File: src/rtl/race_controller.sv
// Race sequencer: walks MENU -> GAME -> END, arbitrates the leader, latches
// the winner set and counts race time in prescaled ticks.
module race_controller #(
    parameter int MAX_POS        = 16,
    parameter int TICK_CLK_COUNT = 50000000,
    parameter int TIME_W         = 8,
    localparam int PW            = $clog2(MAX_POS)
) (
    input  logic              clk,
    input  logic              reset,
    input  logic              reset_all,
    input  logic              is_in_menu,
    input  logic              red_ready_to_play,
    input  logic              blue_ready_to_play,
    input  logic              green_ready_to_play,
    input  logic              yellow_ready_to_play,
    input  logic [PW-1:0]     red_cur_pos,
    input  logic [PW-1:0]     blue_cur_pos,
    input  logic [PW-1:0]     green_cur_pos,
    input  logic [PW-1:0]     yellow_cur_pos,
    output logic [1:0]        current_screen,
    output logic [3:0]        winner_mask,
    output logic              leader_valid,
    output logic [1:0]        leader_id,
    output logic [TIME_W-1:0] race_ticks
);

    typedef enum logic [1:0] {
        S_MENU = 2'b00,
        S_GAME = 2'b01,
        S_END  = 2'b10
    } state_e;

    localparam int              PSW        = (TICK_CLK_COUNT > 1) ? $clog2(TICK_CLK_COUNT) : 1;
    localparam logic [PSW-1:0]  PRESC_LAST = PSW'(TICK_CLK_COUNT - 1);
    localparam logic [PW-1:0]   FINISH_POS = PW'(MAX_POS - 1);
    localparam logic [TIME_W-1:0] TICKS_MAX = '1;

    state_e              state_q, state_d;
    logic                in_menu_q, in_menu_d;
    logic                menu_fall_q, menu_fall_d;
    logic [3:0]          winner_q, winner_d;
    logic                leader_valid_q, leader_valid_d;
    logic [1:0]          leader_id_q, leader_id_d;
    logic [TIME_W-1:0]   ticks_q, ticks_d;
    logic [PSW-1:0]      presc_q, presc_d;

    logic [3:0]          ready;
    logic [PW-1:0]       pos [4];
    logic [3:0]          finish;
    logic                lead_found;
    logic [1:0]          lead_id;
    logic [PW-1:0]       lead_pos;

    assign ready  = {yellow_ready_to_play, green_ready_to_play, blue_ready_to_play, red_ready_to_play};
    assign pos[0] = red_cur_pos;
    assign pos[1] = blue_cur_pos;
    assign pos[2] = green_cur_pos;
    assign pos[3] = yellow_cur_pos;

    // Strict '>' keeps the lowest index on ties, giving red > blue > green > yellow.
    always_comb begin
        finish     = '0;
        lead_found = 1'b0;
        lead_id    = '0;
        lead_pos   = '0;
        for (int unsigned i = 0; i < 4; i++) begin
            finish[i] = ready[i] && (pos[i] == FINISH_POS);
            if (ready[i] && (!lead_found || pos[i] > lead_pos)) begin
                lead_found = 1'b1;
                lead_id    = 2'(i);
                lead_pos   = pos[i];
            end
        end
    end

    always_comb begin
        state_d     = state_q;
        winner_d    = winner_q;
        ticks_d     = ticks_q;
        presc_d     = presc_q;
        in_menu_d   = is_in_menu;
        menu_fall_d = in_menu_q & ~is_in_menu;

        case (state_q)
            S_MENU: begin
                if (!reset_all && menu_fall_q && (|ready)) begin
                    state_d  = S_GAME;
                    winner_d = '0;
                    ticks_d  = '0;
                    presc_d  = '0;
                end
            end
            S_GAME: begin
                // Abort beats finish, and finish beats a tick on the same cycle.
                if (reset_all) begin
                    state_d  = S_MENU;
                    winner_d = '0;
                end else if (|finish) begin
                    state_d  = S_END;
                    winner_d = finish;
                end else if (presc_q == PRESC_LAST) begin
                    presc_d = '0;
                    if (ticks_q != TICKS_MAX) begin
                        ticks_d = ticks_q + 1'b1;
                    end
                end else begin
                    presc_d = presc_q + 1'b1;
                end
            end
            S_END: begin
                if (reset_all) begin
                    state_d  = S_MENU;
                    winner_d = '0;
                end
            end
            default: state_d = S_MENU;
        endcase

        leader_valid_d = (state_d == S_GAME) && lead_found;
        leader_id_d    = leader_valid_d ? lead_id : 2'b00;
    end

    always_ff @(posedge clk) begin
        if (reset) begin
            state_q        <= S_MENU;
            in_menu_q      <= 1'b0;
            menu_fall_q    <= 1'b0;
            winner_q       <= '0;
            leader_valid_q <= 1'b0;
            leader_id_q    <= '0;
            ticks_q        <= '0;
            presc_q        <= '0;
        end else begin
            state_q        <= state_d;
            in_menu_q      <= in_menu_d;
            menu_fall_q    <= menu_fall_d;
            winner_q       <= winner_d;
            leader_valid_q <= leader_valid_d;
            leader_id_q    <= leader_id_d;
            ticks_q        <= ticks_d;
            presc_q        <= presc_d;
        end
    end

    assign current_screen = state_q;
    assign winner_mask    = winner_q;
    assign leader_valid   = leader_valid_q;
    assign leader_id      = leader_id_q;
    assign race_ticks     = ticks_q;

endmodule

File: config.mk
export PLATFORM = sky130hd
export DESIGN_NAME = race_controller
export DESIGN_NICKNAME = d
export VERILOG_FILES = /design/src/rtl/race_controller.sv
export SDC_FILE = /design/constraint.sdc
export NUM_CORES = 1
export LEC_CHECK = 0
export BUFFER_PORTS_ARGS = -buffer_cell sky130_fd_sc_hd__clkbuf_2
export CAP_MARGIN = 10
export CORE_MARGIN = 2
export CORE_UTILIZATION = 51
export CTS_CLUSTER_DIAMETER = 120
export DETAILED_ROUTE_END_ITERATION = 12
export PLACE_DENSITY = 0.77
export SYNTH_ARGS = -nofsm -noshare
export SYNTH_HDL_FRONTEND = slang
export SYNTH_SLANG_ARGS = --single-unit
File: constraint.sdc
create_clock -name clk -period 4.4 [get_ports clk]
set_input_delay 0.22 -clock clk [delete_from_list [all_inputs] [get_ports clk]]
set_output_delay 0.22 -clock clk [all_outputs]
set_load 0.01 [all_outputs]
==> results.json, run 1 <==
{
  "io_pins": 41,
  "hp-class": "in2reg",
  "slew_headroom_pct": 52.0,
  "synthTopCellsByArea": "dfxtp_1 (33%), ha_1 (6.5%), nor2_1 (5.6%), nand3_1 (4.4%), xnor2_1 (3.9%)",
  "cp.required_ps": 4580,
  "synthFlopType": "dfxtp_1",
  "worst_slew_pin_slew_ps": 719,
  "cp-end-kind": "flip-flop",
  "async_flop_share_pct": 0,
  "synth_mux_area_share_pct": 2.41,
  "syn_inst": 325,
  "wl_per_cell_um": 13.9,
  "port_buffers": 40,
  "cp-start-kind": "input port",
  "setup-violations-final": 0,
  "fin_util_pct": 60.4,
  "synth_most_common_cell": "dfxtp_1",
  "cts_root_buf": "clkbuf_8",
  "fp.dieH_um": 76.8,
  "rsz0062_at_grt": "false",
  "maxCapViolCount": 0,
  "rows": 26,
  "fillers": 473,
  "antenna_found_initial": 0,
  "cts_buffers": 5,
  "drv_slew": 0,
  "synth-adder-area-share_pct": 6.48,
  "path_common_cell": "o21a_1",
  "placed_area_mm2": 0.00298,
  "ctsHtreeMaxLevel": 2,
  "cts_tree": "done",
  "critical-path-max-stage-delay_ps": 430,
  "finalInstanceArea_mm2": 0.00308,
  "synthXorXnorAreaFrac_pct": 7.13,
  "viasPerCell": 5.85,
  "start_util_pct": 52.9,
  "clk_latency_ps": 290,
  "period_minus_slack_ps": 4110,
  "synth_top_area_share_pct": 33.3,
  "clk_pin_slew_ps": 80,
  "postCtsSetupBuffers": 0,
  "clk_path_buf_depth": 2,
  "nNetsFinal": 406,
  "grt_pass1_vias": 2452,
  "synth_area_mm2": 0.00270,
  "cp_max_fo": 6,
  "syn_to_final_growth_pct": 14.1,
  "p_per_area_mw_per_mm2": 258,
  "seq_area_um2": 901,
  "wl_um": 6090,
  "overflow": 0,
  "multiInputGateArea_mm2": 0.00169,
  "p_leak_uw": 0.00117,
  "first_pass_iters": 5,
  "synth_edf_count": 0,
  "synth_top_family_by_area": "simple AND/OR/NAND/NOR gates",
  "dieArea_mm2": 0.00590,
  "clock-sinks": 45,
  "fmax_mhz": 244,
  "ir_drop_v": 0.000212,
  "drc": 0,
  "core_region_area_mm2": 0.00511,
  "hold_violations": 0,
  "critPathSlowestCell": "a2111oi_2",
  "avgSynthCellArea_um2": 8.32,
  "fin_crit_sh_pct": 93.3,
  "dr_total_vias": 2568,
  "path_cells": "clkbuf_2 -> nand2_1 -> ha_1 -> a2111oi_2 -> o21ai_0 -> and2_1 -> a32oi_1 -> ha_1 -> nor2b_1 -> o21a_1 -> o21ai_0 -> a21oi_1 -> a21oi_1 -> mux2_2 -> ha_1 -> nor2b_1 -> o21a_1 -> o21a_1 -> o21a_1 -> o21ai_1 -> a21oi_1",
  "syn-num-nets": 363,
  "outcome": "completed",
  "ys_seq_elements": 45,
  "num_antenna_cells": 0,
  "drtIter0Drc": 131,
  "worstSetupPathType": "in2reg",
  "yosysWarnings": 0,
  "grt_pass1_wl_um": 10700,
  "die_w_um": 76.8,
  "skew_ps": 8.39,
  "detail-route-antenna-nets": 0,
  "synth.distinct_cells": 56,
  "synth_compound_area_share_pct": 14.2,
  "holdBufCountCts": 0,
  "final.setup.tns_ps": 0,
  "gp_congestion": 0.826,
  "ys_top_cells_by_count": "dfxtp_1 (45), nor2_1 (40), nand3_1 (24), nand2_1 (21)",
  "dp.final_hpwl_um": 4620,
  "synthSimpleGateAreaFrac_pct": 32.1,
  "layout-drive-gt1-share_pct": 19.8,
  "grtUsageTotal_pct": 21.5,
  "worstPathArrival_ps": 4290,
  "grt_max_degree": 25,
  "p_total_uw": 796,
  "synth_top_area_cell": "dfxtp_1",
  "ys_seq_area_share_pct": 33.3
}
[cell families after synthesis]
group | Yosys count
buffers and inverters | 26
DFF | 45
xor gates and xnor gates | 22
muxes | 6
adders and majority gates | 14
AOI/OAI and AO/OA | 54
and+or+nand+nor | 158
[layout by cell type (no fill, tap or decap), types with 8 or more instances in the layout]
| master | n |
|---|---|
| ha_1 | 14 |
| nand4_1 | 16 |
| nand2_1 | 21 |
| o21ai_0 | 8 |
| clkbuf_2 | 40 |
| nor3_1 | 8 |
| a21oi_1 | 15 |
| xor2_1 | 10 |
| nand3_1 | 24 |
| dfxtp_1 | 45 |
| nor2_1 | 40 |
| xnor2_1 | 12 |
| inv_1 | 16 |
[stage by stage]
| step | instances | worst slack [ps] | hold slack [ps] |
|---|---|---|---|
| 2_1_floorplan | 325 | 113 | 296 |
| 5_1_grt | 439 | 32.4 | 102 |
| 4_1_cts | 439 | 179 | 112 |
| 3_5_place_dp | 431 | -105 | 423 |
| 6_report | 439 | 294 | 114 |
| 3_3_place_gp | 431 | 71.9 | 422 |
[per-layer routing]
layer  global-route usage (%)  up-vias  share of wire, %
li1                         -     1274                 -
met1                     27.3     1209                45
met2                     37.8       78                49
met3                     3.65        7               4.7
met4                     5.45        0              0.59
met5                        0        -                 0
[sequential cells by signal, summed over array words and instances, names as in the netlist]
| register | cells |
|---|---|
| current_screen | 2 |
| in_menu_q | 1 |
| leader_id | 2 |
| leader_valid | 1 |
| menu_fall_q | 1 |
| presc_q | 26 |
| race_ticks | 8 |
| winner_mask | 4 |
[path summary, 6_finish.rpt]
kind	startpoint	endpoint	slack, ps	cells past startpoint
hold reg to reg	in_menu_q	menu_fall_q	460	1
setup / recovery	red_ready_to_play	leader_id[0]	290	21
hold / removal	is_in_menu	menu_fall_q	110	2
setup reg to reg	presc_q[0]	presc_q[15]	1520	7
[layout make-up]
class	count	area share, %
multi-input combinational	254	54.8
sequential	45	29.2
timing repair buffer	46	7.95
clock buffer	7	3.12
tap	70	2.84
inverter	16	1.95
clock inverter	1	0.162
[power by group]
part	leakage (uW)	internal, uW	switching (uW)	total, uW
combinational	0.000758	48.2	58.9	107
clock	0.0000542	142	137	279
sequential	0.000363	408	1.14	409
[critical path, delay by kind of cell]
| family | cells | cell delay, ps |
|---|---|---|
| AO/OA/AOI/OAI | 12 | 2120 |
| adder cells (fa/ha/maj) | 3 | 920 |
| AND/OR/NAND/NOR | 4 | 530 |
| multiplexers | 1 | 360 |
| buffers and inverters | 1 | 140 |
[repair_timing]
| item | 4_1_cts | 5_1_grt |
|---|---|---|
| endpoints found under the setup margin | 0 | 2 |
| gates resized for setup | 0 | 3 |
| endpoints found under the hold margin | 0 | 0 |
Note: power is estimated with default switching activity, not from simulation.
==> inputs of run 2 (changes only) <==
- BUFFER_PORTS_ARGS: -buffer_cell sky130_fd_sc_hd__clkbuf_2 -> -buffer_cell sky130_fd_sc_hd__buf_2
- TNS_END_PERCENT: unset -> 5
==> run 2 against run 1 <==
Against the previous run: maximum frequency increased by 0.64%; first-iteration DRC count shrank 8.4%; clock power grew 19%; via count decreased by 0.43%; combinational power is essentially flat; largest power group unchanged.
==> results.json, run 2 (synthesis results as in run 1) <==
{
  "r2r-start": "presc_q[0]",
  "antenna_found_initial": 0,
  "clk_latency_ps": 300,
  "dp.cells": 430,
  "wl_per_cell_um": 14.0,
  "worst_slack_ps": 320,
  "worstPathArrival_ps": 4270,
  "setup-violations-final": 0,
  "cts_buffers": 5,
  "clk_path_buf_depth": 2,
  "grt_pass1_wl_um": 10400,
  "drc": 0,
  "cp-end-kind": "flip-flop",
  "hold_end": "menu_fall_q",
  "critical-path-max-stage-delay_ps": 410,
  "worstHoldStart": "is_in_menu",
  "p_per_area_mw_per_mm2": 274,
  "hold_depth": 2,
  "viasPerCell": 5.84,
  "worstSetupPathType": "in2reg",
  "rows": 26,
  "clk_pin_slew_ps": 80,
  "r2r_setup_slack_ps": 1530,
  "grt_max_degree": 25,
  "cp.required_ps": 4590,
  "maxCapViolCount": 0,
  "drv_slew": 0,
  "ir_drop_v": 0.000182,
  "gp_congestion": 0.811,
  "outcome": "completed",
  "ctsHtreeMaxLevel": 2,
  "dpl_worst_slack_ps": -193,
  "rsz0062_at_grt": "false",
  "syn_to_final_growth_pct": 14.3,
  "first_pass_iters": 4,
  "cp-start-kind": "input port",
  "p_leak_uw": 0.00119,
  "final_common_cell": "dfxtp_1",
  "holdBufCountCts": 0,
  "worst_slew_pin_slew_ps": 689,
  "path_common_cell": "o21a_1",
  "hold_violations": 0,
  "start_util_pct": 52.9,
  "clock-sinks": 45,
  "cp_max_fo": 9,
  "fp.dieH_um": 76.8,
  "dp.final_hpwl_um": 4560,
  "worstRegToRegCells": 7,
  "layout-drive-gt1-share_pct": 19.3,
  "regMostFlops": "presc_q",
  "fmax_mhz": 245,
  "postCtsSetupBuffers": 0,
  "overflow": 0,
  "rr_endpoint": "presc_q[15]",
  "critPathBufInv": 1,
  "port_buffers": 40,
  "cpLargestDelayFamily": "compound AO/OA/AOI/OAI gates",
  "period_minus_slack_ps": 4080,
  "num_antenna_cells": 0,
  "dr_total_vias": 2557,
  "hp-class": "in2reg",
  "drtIter0Drc": 120,
  "grtUsageTotal_pct": 21.2,
  "core_region_area_mm2": 0.00511,
  "cts_tree": "done",
  "io_pins": 41,
  "cts_root_buf": "clkbuf_8",
  "grt_pass1_vias": 2376,
  "largest_reg_flops": 26,
  "fin_cells": 438,
  "die_w_um": 76.8,
  "critPathSlowestCell": "a2111oi_2",
  "fin_crit_sh_pct": 92.7,
  "skew_ps": 8.72,
  "nNetsFinal": 405,
  "final_cell_mix": "dfxtp_1 (45), nor2_1 (40), buf_2 (40)",
  "path_cells": "buf_2 -> nand2_1 -> ha_1 -> a2111oi_2 -> o21ai_0 -> and2_1 -> a32oi_1 -> ha_1 -> nor2b_1 -> o21a_1 -> o21ai_0 -> a21oi_1 -> a21oi_1 -> mux2_2 -> ha_1 -> nor2b_1 -> o21a_1 -> o21a_1 -> o21a_1 -> o21ai_1 -> a21oi_1",
  "wl_um": 6130,
  "slew_headroom_pct": 54.1,
  "detail-route-antenna-nets": 0,
  "dieArea_mm2": 0.00590
}
==> run 2: cell count changes in the layout (fill, tap and decap cells not counted), sizes merged <==
| cell | previous run | this run |
|---|---|---|
| buf | 6 | 45 |
| bufinv | 0 | 1 |
| clkbuf | 47 | 7 |
| clkinv | 1 | 0 |
==> run 2: routing by layer <==
metal  share of wire (%)  vias up  track usage, %
met5                   0        -               0
met4                 1.5        0            8.73
met3                 4.0       13            3.65
met2                  49       62            36.4
met1                  46     1214            26.3
li1                    -     1268               -
==> run 2: metrics by stage <==
step | TNS, ps | hold slack [ps] | utilization, % | total power [uW] | cell area [um^2]
3_3_place_gp | 0 | 416 | 58.1 | 517 | 2970
2_1_floorplan | 0 | 296 | - | 488 | 2700
3_5_place_dp | -379 | 419 | 58.1 | 521 | 2970
4_1_cts | 0 | 101 | 60.4 | 850 | 3090
5_1_grt | 0 | 91.5 | 60.5 | 881 | 3090
6_report | 0 | 102 | 60.5 | 846 | 3090
==> run 2: report_power, final <==
group,switching [uW],leakage (uW),internal (uW)
sequential,1.11,0.000363,408
clock,147,0.0000585,185
combinational,56.8,0.000764,47.4
==> run 2: how the worst max path moves through the flow <==
| stage | startpoint | to | slack (ps) | depth (start not counted) |
|---|---|---|---|---|
| after CTS | red_ready_to_play | leader_id[1] | 100 | 21 |
| after global placement | red_ready_to_play | leader_id[1] | 50 | 21 |
| after global routing | red_ready_to_play | leader_id[1] | 50 | 21 |
| after floorplan | red_ready_to_play | leader_id[1] | 110 | 22 |
| final | red_ready_to_play | leader_id[1] | 320 | 21 |
| after detailed placement | red_ready_to_play | leader_id[1] | -190 | 21 |
==> run 2: area by class of cell <==
class / instances / area [um^2]
multi-input cells: 254 / 1690
repair buffers: 45 / 238
inverters: 16 / 60.1
flip-flops and latches: 45 / 901
clock buffers: 7 / 86.3
fillers: 477 / 2020
clock inverters: 1 / 30.0
well taps: 70 / 87.6
==> run 2: timing repair <==
action                                  in CTS  in global routing
hold endpoints to repair                     0                  0
resized for setup                            0                  3
endpoints found under the setup margin       0                  2
==> run 2: worst reg2reg max path: cells and delay by family, from the launching register on <==
kind	cells	cell delay, ps
simple gates	4	1370
compound gates	2	790
flops	1	380
fa+ha+maj	1	180
==> inputs of run 3 (changes only) <==
- CELL_PAD_IN_SITES_DETAIL_PLACEMENT: unset -> 0
- CELL_PAD_IN_SITES_GLOBAL_PLACEMENT: unset -> 2
- CORE_UTILIZATION: 51 -> 30
- PLACE_DENSITY: 0.77 -> 0.76
==> run 3 against run 2 <==
Against the previous run: via count fell by 3.4%; total power fell by 2.1%; critical path type unchanged; non-clock buffer count rose by 1; combinational power barely moved; maximum frequency rose by 1.4%; sequential share of layout area fell by 0.40 points; final cell count rose by 8.7%; design area rose by 1.4%; highest routed layer unchanged; global-route usage fell by 6.9 points; largest power group unchanged.
==> results.json, run 3 (synthesis results as in run 1) <==
{
  "outcome": "completed",
  "drc": 0,
  "final_common_cell": "dfxtp_1",
  "path_common_cell": "o21a_1",
  "regMostFlops": "presc_q",
  "layout-drive-gt1-share_pct": 19.6,
  "ctsHtreeMaxLevel": 2,
  "drtIter0Drc": 71,
  "port_buffers": 40,
  "grt_max_degree": 25,
  "cp.required_ps": 4590,
  "worstRegToRegCells": 7,
  "worstPathArrival_ps": 4210,
  "fin_cells": 476,
  "core_region_area_mm2": 0.00872,
  "hp-class": "in2reg",
  "cts_buffers": 5,
  "cts_root_buf": "clkbuf_8",
  "drv_slew": 0,
  "overflow": 0,
  "fin_util_pct": 35.9,
  "hold_depth": 2,
  "ir_drop_v": 0.000118,
  "num_antenna_cells": 0,
  "clk_pin_slew_ps": 80,
  "detail-route-antenna-nets": 0,
  "grtUsageTotal_pct": 14.3,
  "grt_pass1_vias": 2367,
  "hold_violations": 0,
  "clk_path_buf_depth": 2,
  "start_util_pct": 31.0,
  "viasPerCell": 5.19,
  "period_minus_slack_ps": 4020,
  "worst_slew_pin_slew_ps": 716,
  "antenna_found_initial": 0,
  "io_pins": 41,
  "cts_tree": "done",
  "grt_pass1_wl_um": 11500,
  "fp.dieH_um": 98.9,
  "seq_area_um2": 901,
  "nNetsFinal": 406,
  "syn_to_final_growth_pct": 15.9,
  "die_w_um": 98.9,
  "multiInputGateArea_mm2": 0.00169,
  "fmax_mhz": 249,
  "critPathSlowestCell": "a2111oi_2",
  "worstSetupPathType": "in2reg",
  "dieArea_mm2": 0.00979,
  "wl_per_cell_um": 14.4,
  "maxCapViolCount": 0,
  "clock-sinks": 45,
  "fillers": 956,
  "setup-violations-final": 0,
  "final_cell_mix": "dfxtp_1 (45), nor2_1 (40), buf_2 (40)",
  "cp-end-kind": "flip-flop",
  "dp.final_hpwl_um": 5160,
  "cp-start-kind": "input port",
  "first_pass_iters": 4,
  "skew_ps": 12.9,
  "gp_congestion": 0.847,
  "dr_total_vias": 2470,
  "largest_reg_flops": 26,
  "p_leak_uw": 0.00119,
  "cp_max_fo": 5,
  "wl_um": 6840,
  "path_cells": "buf_2 -> nand2_1 -> ha_1 -> a2111oi_2 -> o21ai_0 -> and2_1 -> a32oi_1 -> ha_1 -> nor2b_1 -> o21a_1 -> o21ai_0 -> a21oi_1 -> a21oi_1 -> mux2_2 -> ha_1 -> nor2b_1 -> o21a_1 -> o21a_1 -> o21a_1 -> o21ai_0 -> a21oi_1",
  "rows": 34,
  "dp.cells": 469,
  "critical-path-max-stage-delay_ps": 420,
  "p_per_area_mw_per_mm2": 264,
  "clk_latency_ps": 310,
  "fin_crit_sh_pct": 91.4,
  "slew_headroom_pct": 52.3,
  "rsz0062_at_grt": "false"
}
[run 3: final timing paths]
path / endpoint / slack [ps] / from
hold / removal: menu_fall_q / 90 / is_in_menu
setup / recovery: leader_id[0] / 380 / red_ready_to_play
setup reg to reg: presc_q[15] / 1450 / presc_q[0]
hold reg to reg: menu_fall_q / 460 / in_menu_q
[run 3: repair_timing]
action | 4_1_cts | 5_1_grt
hold buffers | 0 | 0
gates resized for setup | 0 | 2
buffers inserted | 0 | 0
setup endpoints to repair | 0 | 2
[run 3: power breakdown]
| part | switching (uW) | internal, uW | total, uW |
|---|---|---|---|
| sequential | 1.10 | 408 | 409 |
| combinational | 57.5 | 47.4 | 105 |
| clock | 149 | 165 | 314 |
[run 3: layer usage]
layer | track usage (%) | wire (um)
met1 | 18.7 | 3310
met4 | 3.48 | 66
met2 | 24.1 | 3230
met3 | 3.05 | 230
met5 | 0 | 0
[run 3: layout make-up]
type	count	share of cell area, %
clock buffer	5	2.20
clock inverter	2	1.12
inverter	16	1.92
multi-input combinational	254	53.9
sequential	45	28.7
tap	108	4.31
timing repair buffer	46	7.82
[run 3: worst max-delay path, delay by kind of cell]
family,cells,cell delay (ps)
simple gates,4,530
mux,1,360
fa+ha+maj,3,880
buf+inv,1,120
compound gates,12,2110
[run 3: through the flow]
stage               hold slack, ps  setup TNS, ps  area, um^2  total power, uW  setup WS (ps)
finish                        85.6              0        3130              828            377
global route                  98.5              0        3130              867           79.5
CTS                           89.7              0        3130              837            275
detailed placement             411          -49.2        3020              523          -24.9
global placement               414              0        3020              523           39.7
floorplan                      296              0        2700              488            113
